File: config.mk
export PLATFORM = sky130hd
export DESIGN_NAME = gp_cmd_decoder_flat
export DESIGN_NICKNAME = d
export VERILOG_FILES = /design/src/rtl/gp_cmd_decoder_if.sv /design/src/rtl/gp_cmd_decoder.sv /design/src/flat_wrapper.sv
export SDC_FILE = /design/constraint.sdc
export NUM_CORES = 1
export LEC_CHECK = 0
export ABC_AREA = 1
export CAP_MARGIN = 20
export CORE_MARGIN = 2
export CORE_UTILIZATION = 41
export CTS_CLUSTER_SIZE = 20
export DETAILED_ROUTE_END_ITERATION = 10
export PLACE_DENSITY = 0.8
export SETUP_SLACK_MARGIN = 0.02
export SLEW_MARGIN = 15
export SYNTH_ARGS = -nofsm -noshare
export SYNTH_HDL_FRONTEND = slang
export SYNTH_SLANG_ARGS = --single-unit
File: constraint.sdc
create_clock -name clk -period 1.8 [get_ports clk]
set_input_delay 0.36 -clock clk [delete_from_list [all_inputs] [get_ports clk]]
set_output_delay 0.36 -clock clk [all_outputs]
set_load 0.01 [all_outputs]
File: src/rtl/gp_cmd_decoder_if.sv
// gp_cmd_decoder_if: fetch-FIFO word stream in, decoded draw command out.
interface gp_cmd_decoder_if;
    logic        gp_valid;
    logic [31:0] fifo_word;
    logic        fifo_stall;
    logic        gp_stall;
    logic        gp_interrupt;
    logic        cmd_valid;
    logic        cmd_ready;
    logic [1:0]  cmd_op;
    logic [23:0] cmd_color;
    logic [9:0]  cmd_x0;
    logic [9:0]  cmd_y0;
    logic [9:0]  cmd_x1;
    logic [9:0]  cmd_y1;

    modport master (
        output gp_valid, fifo_word, fifo_stall, cmd_ready,
        input  gp_stall, gp_interrupt, cmd_valid, cmd_op, cmd_color,
               cmd_x0, cmd_y0, cmd_x1, cmd_y1
    );

    modport slave (
        input  gp_valid, fifo_word, fifo_stall, cmd_ready,
        output gp_stall, gp_interrupt, cmd_valid, cmd_op, cmd_color,
               cmd_x0, cmd_y0, cmd_x1, cmd_y1
    );
endinterface

File: src/rtl/gp_cmd_decoder.sv
// gp_cmd_decoder: decodes GP command lists (STOP/FILL/LINE) into draw commands.
// Define GP_CMD_STATS_EN to build the cmd_count/bad_op_count statistics counters.
module gp_cmd_decoder (
    input  logic              clk,
    input  logic              rst,
    gp_cmd_decoder_if.slave   bus,
    output logic              busy,
    output logic [15:0]       cmd_count,
    output logic [7:0]        bad_op_count
);
    typedef enum logic [2:0] {IDLE, PRIME, OPCODE, ARG1, ARG2, ISSUE, HALT} state_t;

    state_t      state, state_nx;
    logic [7:0]  opc;
    logic        take;

    assign opc = bus.fifo_word[31:24];
    // a word consumed under a simultaneous abort is thrown away
    assign take = (state inside {PRIME, OPCODE, ARG1, ARG2}) && !bus.fifo_stall && !bus.gp_valid;

    always_ff @(posedge clk)
        state <= rst ? IDLE : state_nx;

    always_comb begin
        state_nx = state;
        if (state == HALT)
            state_nx = bus.gp_valid ? PRIME : IDLE;
        else if (bus.gp_valid)
            state_nx = PRIME;
        else if (state == ISSUE)
            state_nx = bus.cmd_ready ? OPCODE : ISSUE;
        else if (take)
            state_nx = state == PRIME  ? OPCODE :
                       state == ARG1   ? ARG2   :
                       state == ARG2   ? ISSUE  :
                       opc == 8'h00    ? HALT   :
                       opc == 8'h01    ? ISSUE  :
                       opc == 8'h02    ? ARG1   : OPCODE;
    end

    always_comb begin
        bus.gp_stall     = state == ISSUE || state == HALT;
        bus.gp_interrupt = state == HALT;
        bus.cmd_valid    = state == ISSUE;
        busy             = state != IDLE;
    end

    // opcode low bits already encode cmd_op (01 FILL, 10 LINE)
    always_ff @(posedge clk) begin
        if (rst) begin
            bus.cmd_op    <= '0;
            bus.cmd_color <= '0;
            bus.cmd_x0    <= '0;
            bus.cmd_y0    <= '0;
            bus.cmd_x1    <= '0;
            bus.cmd_y1    <= '0;
        end else if (take) begin
            if (state == OPCODE && (opc == 8'h01 || opc == 8'h02)) begin
                bus.cmd_op    <= opc[1:0];
                bus.cmd_color <= bus.fifo_word[23:0];
            end
            if (state == ARG1) begin
                bus.cmd_x0 <= bus.fifo_word[25:16];
                bus.cmd_y0 <= bus.fifo_word[9:0];
            end
            if (state == ARG2) begin
                bus.cmd_x1 <= bus.fifo_word[25:16];
                bus.cmd_y1 <= bus.fifo_word[9:0];
            end
        end
    end

`ifdef GP_CMD_STATS_EN
    logic issue_done, bad_op;

    assign issue_done = state == ISSUE && bus.cmd_ready && !bus.gp_valid;
    assign bad_op     = take && state == OPCODE && opc > 8'h02;

    always_ff @(posedge clk) begin
        if (rst) begin
            cmd_count    <= '0;
            bad_op_count <= '0;
        end else begin
            if (issue_done && cmd_count != '1)
                cmd_count <= cmd_count + 16'd1;
            if (bad_op && bad_op_count != '1)
                bad_op_count <= bad_op_count + 8'd1;
        end
    end
`else
    assign cmd_count    = '0;
    assign bad_op_count = '0;
`endif
endmodule

File: src/flat_wrapper.sv
// flat-port wrapper written by rule: the top's interface ports become plain ports
module gp_cmd_decoder_flat 
  (clk, rst, busy, cmd_count, bad_op_count, bus_gp_valid, bus_fifo_word, bus_fifo_stall, bus_cmd_ready, bus_gp_stall, bus_gp_interrupt, bus_cmd_valid, bus_cmd_op, bus_cmd_color, bus_cmd_x0, bus_cmd_y0, bus_cmd_x1, bus_cmd_y1);
  gp_cmd_decoder_if bus_i ();
  input  logic clk;
  input  logic rst;
  output logic busy;
  output logic [15:0] cmd_count;
  output logic [7:0] bad_op_count;
  input wire logic [$bits(bus_i.gp_valid)-1:0] bus_gp_valid;
  input wire logic [$bits(bus_i.fifo_word)-1:0] bus_fifo_word;
  input wire logic [$bits(bus_i.fifo_stall)-1:0] bus_fifo_stall;
  input wire logic [$bits(bus_i.cmd_ready)-1:0] bus_cmd_ready;
  output wire logic [$bits(bus_i.gp_stall)-1:0] bus_gp_stall;
  output wire logic [$bits(bus_i.gp_interrupt)-1:0] bus_gp_interrupt;
  output wire logic [$bits(bus_i.cmd_valid)-1:0] bus_cmd_valid;
  output wire logic [$bits(bus_i.cmd_op)-1:0] bus_cmd_op;
  output wire logic [$bits(bus_i.cmd_color)-1:0] bus_cmd_color;
  output wire logic [$bits(bus_i.cmd_x0)-1:0] bus_cmd_x0;
  output wire logic [$bits(bus_i.cmd_y0)-1:0] bus_cmd_y0;
  output wire logic [$bits(bus_i.cmd_x1)-1:0] bus_cmd_x1;
  output wire logic [$bits(bus_i.cmd_y1)-1:0] bus_cmd_y1;
  assign bus_i.gp_valid = bus_gp_valid;
  assign bus_i.fifo_word = bus_fifo_word;
  assign bus_i.fifo_stall = bus_fifo_stall;
  assign bus_i.cmd_ready = bus_cmd_ready;
  assign bus_gp_stall = bus_i.gp_stall;
  assign bus_gp_interrupt = bus_i.gp_interrupt;
  assign bus_cmd_valid = bus_i.cmd_valid;
  assign bus_cmd_op = bus_i.cmd_op;
  assign bus_cmd_color = bus_i.cmd_color;
  assign bus_cmd_x0 = bus_i.cmd_x0;
  assign bus_cmd_y0 = bus_i.cmd_y0;
  assign bus_cmd_x1 = bus_i.cmd_x1;
  assign bus_cmd_y1 = bus_i.cmd_y1;
  gp_cmd_decoder u_core (.clk(clk), .rst(rst), .bus(bus_i), .busy(busy), .cmd_count(cmd_count), .bad_op_count(bad_op_count));
endmodule
======== Yosys cells after proc, flatten, opt, wreduce, memory -nomap -nowiden ========
Cells that the tools add are included.
storage, ports and cells
  memories ................................ 0
  bits of input ports ..................... 37
  register bits after elaboration ......... 69
  output and inout port bits .............. 94
  latch bits .............................. 0
  memory bits (read-only) ................. 0
  logic and storage cells ................. 41
  bits in writable memories ............... 0
cells by class
  multiplexer cells ....................... 12
  multipliers ............................. 0
  reductions and logical operators ........ 14
  magnitude comparators ................... 0
  divide/modulo/power cells ............... 0
  $add $sub $neg .......................... 0
  eq/ne operators ......................... 8
  shift operators ......................... 0
  bitwise gates (word level) .............. 0
operators by type and width
  operator            number
  $mux 3              10
  $eq 3x3->1 const B  3
  $eq 8x1->1 const B  1
  $eq 8x2->1 const B  1
  $logic_not 8->1     1
  $reduce_bool 4->1   2
  $eq 3x2->1 const B  2
  $reduce_and 2->1    3
  $eq 3x1->1 const B  1
  $logic_and 1x1->1   3
  $reduce_bool 3->1   1
  $logic_not 1->1     2
  $logic_or 1x1->1    2
  $mux 1              2

======== Longest topological paths before layout ========
Gate-level depths: netlist of the first run.
  depth after elaboration ................. 11
  gate-level depth with buffers ........... 10

======== Worst setup path after synthesis of the first run ========
OpenSTA, ideal clock, no wires.
  path type ............................... input to register
  start point ............................. input bus_fifo_word[27]
  end point ............................... register u_core.bus.cmd_color[16]
  buffers on the path ..................... 1
  data required time ...................... 1.684 ns
  data arrival time ....................... 1.354 ns
  setup time .............................. 0.116 ns
  stages on the path ...................... 8
  slack ................................... 0.330 ns
  cell sequence ........................... or2_0 -> nor2_1 -> nand2_1 -> nor2_2 -> nand2_4 -> buf_2 -> o21ai_0 -> nor2_1
between the ends
  longest elaborated chain between the ends .. 4
  elaborated cells between the ends (all ways) .. 5
  those cells by class .................... 2 x eq/ne; 3 x reduce/logical
ends and longest elaborated chain
  element                                   line                     RTL
  start, declared                           flat_wrapper.sv:11       input wire logic [$bits(bus_i.fifo_word)-1:0] bus_fifo_word;
  $eq 8x1->1 or $eq 8x2->1 (tied branches)  gp_cmd_decoder.sv:58     if (state == OPCODE && (opc == 8'h01 || opc == 8'h02)) begin
  $logic_or 1x1->1 *                        gp_cmd_decoder.sv:58
  $logic_and 1x1->1 *                       gp_cmd_decoder.sv:58
  $reduce_and 2->1 (no source line) *       -
  end signal, assigned                      gp_cmd_decoder.sv:60     bus.cmd_color <= bus.fifo_word[23:0];
  end, declared                             gp_cmd_decoder_if.sv:25  output gp_stall, gp_interrupt, cmd_valid, cmd_op, cmd_color,
Mark *: on every way between the ends. The rest lies on a longest branch, timed or not.
A chain may end at the register's enable or synchronous reset.

======== Final worst setup path of the first run ========
  start point ............................. register u_core.state[0]
  end point ............................... output bus_cmd_valid
between the ends
  longest elaborated chain between the ends .. 1
ends and longest elaborated chain
  element                 line                  RTL
  start, declared         gp_cmd_decoder.sv:13  state_t state, state_nx;
  start signal, assigned  gp_cmd_decoder.sv:22  state <= rst ? IDLE : state_nx;
  $eq 3x3->1              gp_cmd_decoder.sv:44  bus.cmd_valid = state == ISSUE;
  end, declared           flat_wrapper.sv:16    output wire logic [$bits(bus_i.cmd_valid)-1:0] bus_cmd_valid;
No other way between the ends.

==> run metrics, run 1 <==
grt ovf=0; Initial DRC Count=71; hold_sp=u_core.bus.cmd_x0[1]; Via density=4.85; leakage=1.58 nW; Area Overhead vs Synth=46.2%; DIE AREA=7650 sq um; first-pass GRT wire length=12.3 mm; port bufs=106; WP data required=1440 ps; r2r worst-path depth=8; via count=2795; Pre-antenna DRT Iters=5; Row Count=30; final worst-path cycle share=93.6%; RSZ-0062 raised after global routing=no; Distinct cells, synth=23; initial antenna violation count=0; sequential-to-total area share from yosys stat=48.4%; hold violation total from the final report=0; Worst-Skew Late Latency=330 ps; Critical R2R Capture=u_core.bus.cmd_x1[2]; CTS tree=yes; critical path arrival=1320 ps; drt total wl=7.71 mm; FILL cells=610; Synth Register Bits=69; max_cap viols=0; flop2flop setup slack=170 ps; r2r startpoint=u_core.state[0]; vias in the first global route=2719; setup violators final=0; WHS Endpoint=u_core.bus.cmd_x0[1]; status=finished, final reports clean; n_diodes=0; Least-Margin Pin Slew=757 ps; Layout Skew=6.27 ps; CORE AREA=6760 sq um; area leader, netlist=dfxtp_1; worst vdd ir=0.447 mV; CTS root buf=clkbuf_8; Post-DP HPWL=5.58 mm; Clk pin slew, worst setup/hold paths=70 ps; Synth top area share=48.4%; PnR worst setup slack=116 ps; Core Util, Final=61.8%; maximum root-to-sink buffer count=2; DR WL/cell=13.4 microns; yosys warns=0; pin count of the biggest net entering global routing=43; hold buffers post-CTS=0; Crit. End Element=primary output; Placement Setup Slack=-184 ps; post-route design area=4180 sq um; CP Launch Type=flop; IO Count=131; worst hold path class=reg -> reg; Tot GR Track Use=20.4%; CTS H-tree depth=3; Die Width=87.5 microns; Synth area leaders=dfxtp_1 (48%), nand2_1 (8.4%), a21oi_1 (7.9%); global placement routability congestion=0.761; hold path depth=2; Die Span Y=87.5 microns; min cycle time layout=1680 ps; PD cells=679 nW/um^2; DRC Markers=0; Syn Inst Count=380; Inserted Clock Buffers=9; clk sinks=69; fin nets=529; initial core utilization=42.3%; worst-path fanout max=4; critical path type=reg -> out; Max Fclk=594 MHz; Mapped Area=2860 sq um; Final Slew Violations=0; relative slew slack=49.5%; placed cell areas=3990 sq um; layout cells sized above 1=9.07%; post-route ant nets=0; average size of a mapped cell=7.52 sq um
-- metal layers --
metal  part of all wire (%)  global-route usage (%)  vias to the layer above  wire [microns]
li1                       -                       -                     1409               -
met3                    6.8                    5.78                       10             523
met4                    1.2                    7.13                        0              96
met2                     51                    36.3                       93            3930
met1                     41                    23.1                     1283            3160
met5                      0                       0                        -               0
-- placed cells by master, fill, tap and decap left out --
cell / instances
nand2_2: 1
inv_2: 1
inv_6: 1
a21oi_1: 45
clkinv_2: 2
nand2_4: 1
nor2_1: 59
nand3_1: 43
nand2_1: 64
nor2_4: 1
clkbuf_1: 1
dfxtp_4: 1
o21ai_2: 1
clkinvlp_4: 2
or2_0: 1
clkbuf_8: 10
buf_4: 16
dlygate4sd2_1: 3
dfxtp_2: 1
o21ai_1: 13
conb_1: 24
inv_1: 12
dfxtp_1: 67
nor2_2: 2
o21ai_0: 14
buf_12: 3
or2_1: 1
nand3_2: 1
clkdlybuf4s15_1: 1
nand3b_4: 1
xor2_1: 1
clkdlybuf4s50_1: 102
-- Yosys cell counts --
cell	count
or2_0	1
inv_1	12
clkbuf_1	15
a21oi_1	45
o21ai_0	14
inv_2	1
conb_1	1
nor2_2	1
dfxtp_1	69
nand2_2	1
nand2_1	64
buf_2	6
nand3_1	44
nand3b_4	1
buf_6	2
buf_4	24
or2_1	1
inv_4	1
o21ai_1	14
nand2_4	1
xor2_1	1
nor2_4	1
nor2_1	60
-- sequential cells by signal, summed over array words and instances, names as in the netlist --
| name | count |
|---|---|
| u_core.bus.cmd_op | 2 |
| u_core.bus.cmd_color | 24 |
| u_core.bus.cmd_x1 | 10 |
| u_core.bus.cmd_y0 | 10 |
| u_core.bus.cmd_y1 | 10 |
| u_core.state | 3 |
| u_core.bus.cmd_x0 | 10 |
-- how the worst max path moves through the flow --
stage / startpoint / endpoint / slack [ps] / depth (start not counted)
after global routing: u_core.state[0] / bus_cmd_valid / 30 / 5
after floorplan: bus_fifo_word[27] / u_core.bus.cmd_color[16] / 330 / 8
after CTS: u_core.state[0] / bus_cmd_valid / 80 / 5
after global placement: bus_fifo_word[27] / u_core.bus.cmd_color[5] / -110 / 9
final: u_core.state[0] / bus_cmd_valid / 120 / 5
after detailed placement: bus_fifo_word[27] / u_core.bus.cmd_color[2] / -180 / 9
-- critical path: stages, from the launching register on --
cell and delay, ps:
dfxtp_1 330, inv_1 70, nor2_1 120, nand2_1 110
inv_1 100, clkdlybuf4s15_1 260
-- cells by family (layout without fill, tap and decap cells) --
logic type      after synthesis  after routing  share of synthesized area (%)
compound gates               73             73                           12.8
xor+xnor                      1              1                          0.307
simple gates                175            175                           26.4
buf+inv                      61            154                           12.0
other cells                   1             24                          0.131
flops                        69             69                           48.4
-- repair_timing --
action                                  CTS  global route
resized for setup                         8             4
endpoints found under the setup margin    4            30
endpoints found under the hold margin     0             0
pin swaps                                 0             1
setup buffers                             0             1
-- per-stage QoR --
step	hold WS [ps]	cells	total power, mW	TNS [ps]
finish	463	576	2.83	0
global route	474	576	2.93	0
CTS	467	575	2.86	0
detailed placement	455	560	1.80	-4000
global placement	449	560	1.79	-2570
floorplan	486	403	1.70	0
-- power by group --
group          total, mW  internal, mW  switching (mW)
combinational      0.232         0.109           0.123
clock               1.07         0.525           0.547
sequential          1.53          1.53         0.00270
total               2.83          2.16           0.672
-- layout make-up --
type | count | area, sq um | area share (%)
Tap cell | 80 | 100 | 2.40
Timing Repair Buffer | 125 | 1240 | 29.6
Clock buffer | 11 | 141 | 3.39
Multi-Input combinational cell | 273 | 1230 | 29.4
Inverter | 14 | 57.6 | 1.38
Clock inverter | 4 | 25.0 | 0.599
Sequential cell | 69 | 1390 | 33.2
(Power assumes the default switching activity.)
==> inputs of run 2 (changes only) <==
--- a/config.mk
+++ b/config.mk
@@ -12,6 +12,7 @@
 export CTS_CLUSTER_SIZE = 20
 export DETAILED_ROUTE_END_ITERATION = 10
 export PLACE_DENSITY = 0.8
+export REMOVE_ABC_BUFFERS = 1
 export SETUP_SLACK_MARGIN = 0.02
 export SLEW_MARGIN = 15
 export SYNTH_ARGS = -nofsm -noshare
==> run metrics, run 2 (synthesis gave the netlist of run 1 again) <==
via count=2815; initial core utilization=42.3%; Layout Skew=10.6 ps; CTS root buf=clkbuf_8; Row Count=30; critical path arrival=1330 ps; Die Width=87.5 microns; CP Cell Sequence=buf_4 -> nor2_1 -> nand2_2 -> dlygate4sd2_1; Max Fclk=591 MHz; max reg flops=24; final worst-path cycle share=94.0%; Area Overhead vs Synth=45.2%; CTS H-tree depth=3; Worst-Skew Late Latency=340 ps; layout cells sized above 1=9.26%; pin count of the biggest net entering global routing=28; post-route ant nets=0; clk sinks=69; leakage=1.59 nW; DIE AREA=7650 sq um; CORE AREA=6760 sq um; DR WL/cell=13.7 microns; first-pass GRT wire length=12.5 mm; min cycle time layout=1690 ps; Worst path slowest cell=dfxtp_1; RSZ-0062 raised after global routing=yes; post-route design area=4150 sq um; Post-DP HPWL=5.69 mm; worst hold path class=in -> reg; CTS tree=yes; global placement routability congestion=0.802; CP Buf/Inv Count=2; setup violators final=0; status=finished, final reports clean; Core Util, Final=61.4%; Crit. End Element=primary output; n_diodes=0; worst-path fanout max=5; Tot GR Track Use=20.7%; DRC Markers=0; initial antenna violation count=0; PD cells=679 nW/um^2; Final Slew Violations=0; max incr delay on CP=310 ps; hold violation total from the final report=0; max_cap viols=0; maximum root-to-sink buffer count=2; IO Count=131; Die Span Y=87.5 microns; WHS=441 ps; Initial DRC Count=152; hold buffers post-CTS=0; port bufs=106; grt ovf=0; Clk pin slew, worst setup/hold paths=80 ps; largest reg by FF count=u_core.bus.cmd_color; vias in the first global route=2634; CP Launch Type=flop; most common cell after layout, fill and taps aside=clkdlybuf4s50_1; drt total wl=7.91 mm; delay-heaviest family, CP=buffers and inverters; fin nets=529; worst vdd ir=0.555 mV; Pre-antenna DRT Iters=4; WP data required=1440 ps; Via density=4.88; placed cell areas=3980 sq um; most frequent cells in the layout=clkdlybuf4s50_1 (101), dfxtp_1 (67), nand2_1 (63), nor2_1 (59), a21oi_1 (45); Inserted Clock Buffers=9; critical path type=reg -> out
run 2: cell count changes in the layout (fill, tap and decap cells not counted), sizes merged:
cell,previous run,this run
buf,19,20
clkdlybuf4s15,1,0
clkdlybuf4s50,102,101
clkinv,2,4
clkinvlp,2,1
dlygate4sd2,3,4
run 2: where the power goes:
group          internal, mW  total (mW)  switching [mW]  leakage, nW
sequential             1.53        1.53         0.00266        0.557
clock                 0.491        1.06           0.565       0.0829
combinational         0.106       0.230           0.125        0.946
run 2: layer usage:
metal  vias up  part of all wire [%]  wire (microns)  GRT usage [%]
met4         0                  0.86              68           6.99
met1      1298                    44            3500           25.1
met5         -                     0               0              0
li1       1408                     -               -              -
met2       103                    48            3780           35.1
met3         6                   7.0             552           5.88
run 2: timing repair:
item | CTS | global route
setup buffers | 0 | 0
gates resized for setup | 9 | 2
gates cloned | 0 | 0
setup endpoints to repair | 4 | 3
run 2: cell type report:
class | instances | area [sq um]
inverters | 14 | 57.6
flip-flops and latches | 69 | 1390
repair buffers | 125 | 1220
fillers | 605 | 2610
clock buffers | 11 | 131
multi-input cells | 273 | 1230
well taps | 80 | 100
clock inverters | 5 | 27.5
run 2: final timing paths:
kind | start | endpoint | slack (ps) | cells after the start
setup / recovery | u_core.state[0] | busy | 110 | 4
setup reg to reg | u_core.state[0] | u_core.bus.cmd_y1[1] | 150 | 7
hold reg to reg | u_core.bus.cmd_y0[1] | u_core.bus.cmd_y0[1] | 460 | 2
hold / removal | rst | u_core.state[1] | 440 | 2
run 2: metrics by stage:
| step | instances | power, mW | setup TNS, ps | worst slack [ps] |
|---|---|---|---|---|
| global placement | 561 | 1.79 | -2170 | -110 |
| finish | 577 | 2.82 | 0 | 108 |
| global route | 577 | 2.93 | 0 | 11.4 |
| floorplan | 356 | 1.65 | -9200 | -181 |
| CTS | 577 | 2.84 | 0 | 81.9 |
| detailed placement | 561 | 1.79 | -3900 | -175 |
==> inputs of run 3 (changes only) <==
--- a/config.mk
+++ b/config.mk
@@ -8,10 +8,12 @@
 export ABC_AREA = 1
 export CAP_MARGIN = 20
 export CORE_MARGIN = 2
-export CORE_UTILIZATION = 41
+export CORE_UTILIZATION = 43
+export CTS_BUF_LIST = sky130_fd_sc_hd__clkbuf_2 sky130_fd_sc_hd__clkbuf_4 sky130_fd_sc_hd__clkbuf_8
 export CTS_CLUSTER_SIZE = 20
 export DETAILED_ROUTE_END_ITERATION = 10
-export PLACE_DENSITY = 0.8
+export GPL_ROUTABILITY_DRIVEN = 1
+export PLACE_DENSITY = 0.83
 export REMOVE_ABC_BUFFERS = 1
 export SETUP_SLACK_MARGIN = 0.02
 export SLEW_MARGIN = 15
==> run metrics, run 3 (synthesis gave the netlist of run 1 again) <==
DIE AREA=7310 sq um; stages on the worst setup path=9; Core Util, Final=66.5%; Row Count=29; r2r worst-path depth=7; crit path from=bus_fifo_word[27]; grt ovf=0; r2r startpoint=u_core.state[0]; Max Fclk=593 MHz; initial antenna violation count=0; layout cells sized above 1=9.68%; net switching power=701 uW; CTS root buf=clkbuf_8; drt total wl=7.69 mm; worst hold path class=in -> reg; WHS=457 ps; Layout Skew=7.55 ps; IO Count=131; final worst-path cycle share=93.6%; leakage=1.62 nW; Initial DRC Count=122; Via density=4.94; clk sinks=69; most frequent cells in the layout=clkdlybuf4s50_1 (101), dfxtp_1 (67), nand2_1 (64), nor2_1 (57), a21oi_1 (45); Worst-Skew Late Latency=340 ps; CTS tree=yes; Multi-input gate area=1230 sq um; global placement routability congestion=0.896; worst-path fanout max=9; via count=2831; pin count of the biggest net entering global routing=28; Pre-antenna DRT Iters=4; DR WL/cell=13.4 microns; Clk pin slew, worst setup/hold paths=70 ps; DRC Markers=0; max incr delay on CP=410 ps; first-pass GRT wire length=12.4 mm; post-route design area=4250 sq um; FILL cells=565; CP Cell Sequence=clkdlybuf4s50_1 -> or2_0 -> nor2_2 -> nand2_1 -> nor2_2 -> nand2_4 -> buf_12 -> o21ai_0 -> nor2_1; Final Slew Violations=0; Die Span Y=85.5 microns; CP Buf/Inv Count=2; CP dominant cell by count=nor2_2; Comb power frac=6.8%; critical path type=in -> reg; fin nets=529; Tot GR Track Use=21.3%; maximum root-to-sink buffer count=2; Crit. End Element=flop; CP Launch Type=input pin; Die Width=85.5 microns; hold buffers post-CTS=0; hold path depth=3; overall power=3.39 mW; delay-heaviest family, CP=simple AND/OR/NAND/NOR gates; placed cell areas=3970 sq um; Flop pwr share=45.1%; port bufs=106; Switching Fraction=20.7%; post-route ant nets=0; Post-DP HPWL=5.58 mm; FF+latch area=1380 sq um; TNS Setup=0 ps; Area Overhead vs Synth=48.7%; initial core utilization=44.7%; critical path arrival=1920 ps; CORE AREA=6390 sq um; fin cells=573; hold_sp=rst; n_diodes=0; PnR worst setup slack=115 ps; largest reg by FF count=u_core.bus.cmd_color; cell-internal power=2.69 mW; worst vdd ir=0.671 mV; WP data required=2030 ps; Placement Setup Slack=-300 ps; PD cells=799 nW/um^2; most common cell after layout, fill and taps aside=clkdlybuf4s50_1; vias in the first global route=2772; min cycle time layout=1690 ps; Inserted Clock Buffers=9; status=finished, final reports clean; # placed instances=557; CTS H-tree depth=3; max_cap viols=0; hold violation total from the final report=0; setup violators final=0; max reg flops=24; clock network power share=48.0%; Worst path slowest cell=clkdlybuf4s50_1
## run 3: tightest hold or removal path: stages
cell     delay [ps]
buf_2           100
buf_4           230
a21oi_1          60
## run 3: power groups by stage
stage | clock network [mW] | logic (mW) | registers, mW
2_1_floorplan | 0 | 0.0798 | 1.57
3_3_place_gp | 0 | 0.223 | 1.57
3_5_place_dp | 0 | 0.226 | 1.57
4_1_cts | 1.66 | 0.226 | 1.53
5_1_grt | 1.74 | 0.253 | 1.53
6_report | 1.63 | 0.232 | 1.53
## run 3: final timing paths
path,endpoint,slack (ps)
worst max-delay path,u_core.bus.cmd_color[2],110
worst min-delay path,u_core.state[2],460
worst max register to register,u_core.bus.cmd_x0[9],210
worst min register to register,u_core.bus.cmd_x1[3],460
## run 3: area by class of cell
cell class | instances | area share [%]
timing repair buffer | 125 | 28.7
clock inverter | 6 | 3.21
inverter | 14 | 1.35
clock buffer | 9 | 2.92
tap | 77 | 2.27
sequential | 69 | 32.6
multi-input combinational | 273 | 29.0
## run 3: per-layer routing
metal	global-route usage, %	vias up	routed length [microns]
met5	0	-	0
met4	6.93	0	44
met3	8.18	6	652
met2	37.1	125	3820
met1	24.0	1294	3170
li1	-	1406	-
## run 3: timing repair
| item | CTS | global route |
|---|---|---|
| pin swaps | 1 | 2 |
| resized for setup | 7 | 7 |
| buffers inserted | 0 | 1 |
| endpoints found under the setup margin | 4 | 29 |
| endpoints found under the hold margin | 0 | 0 |
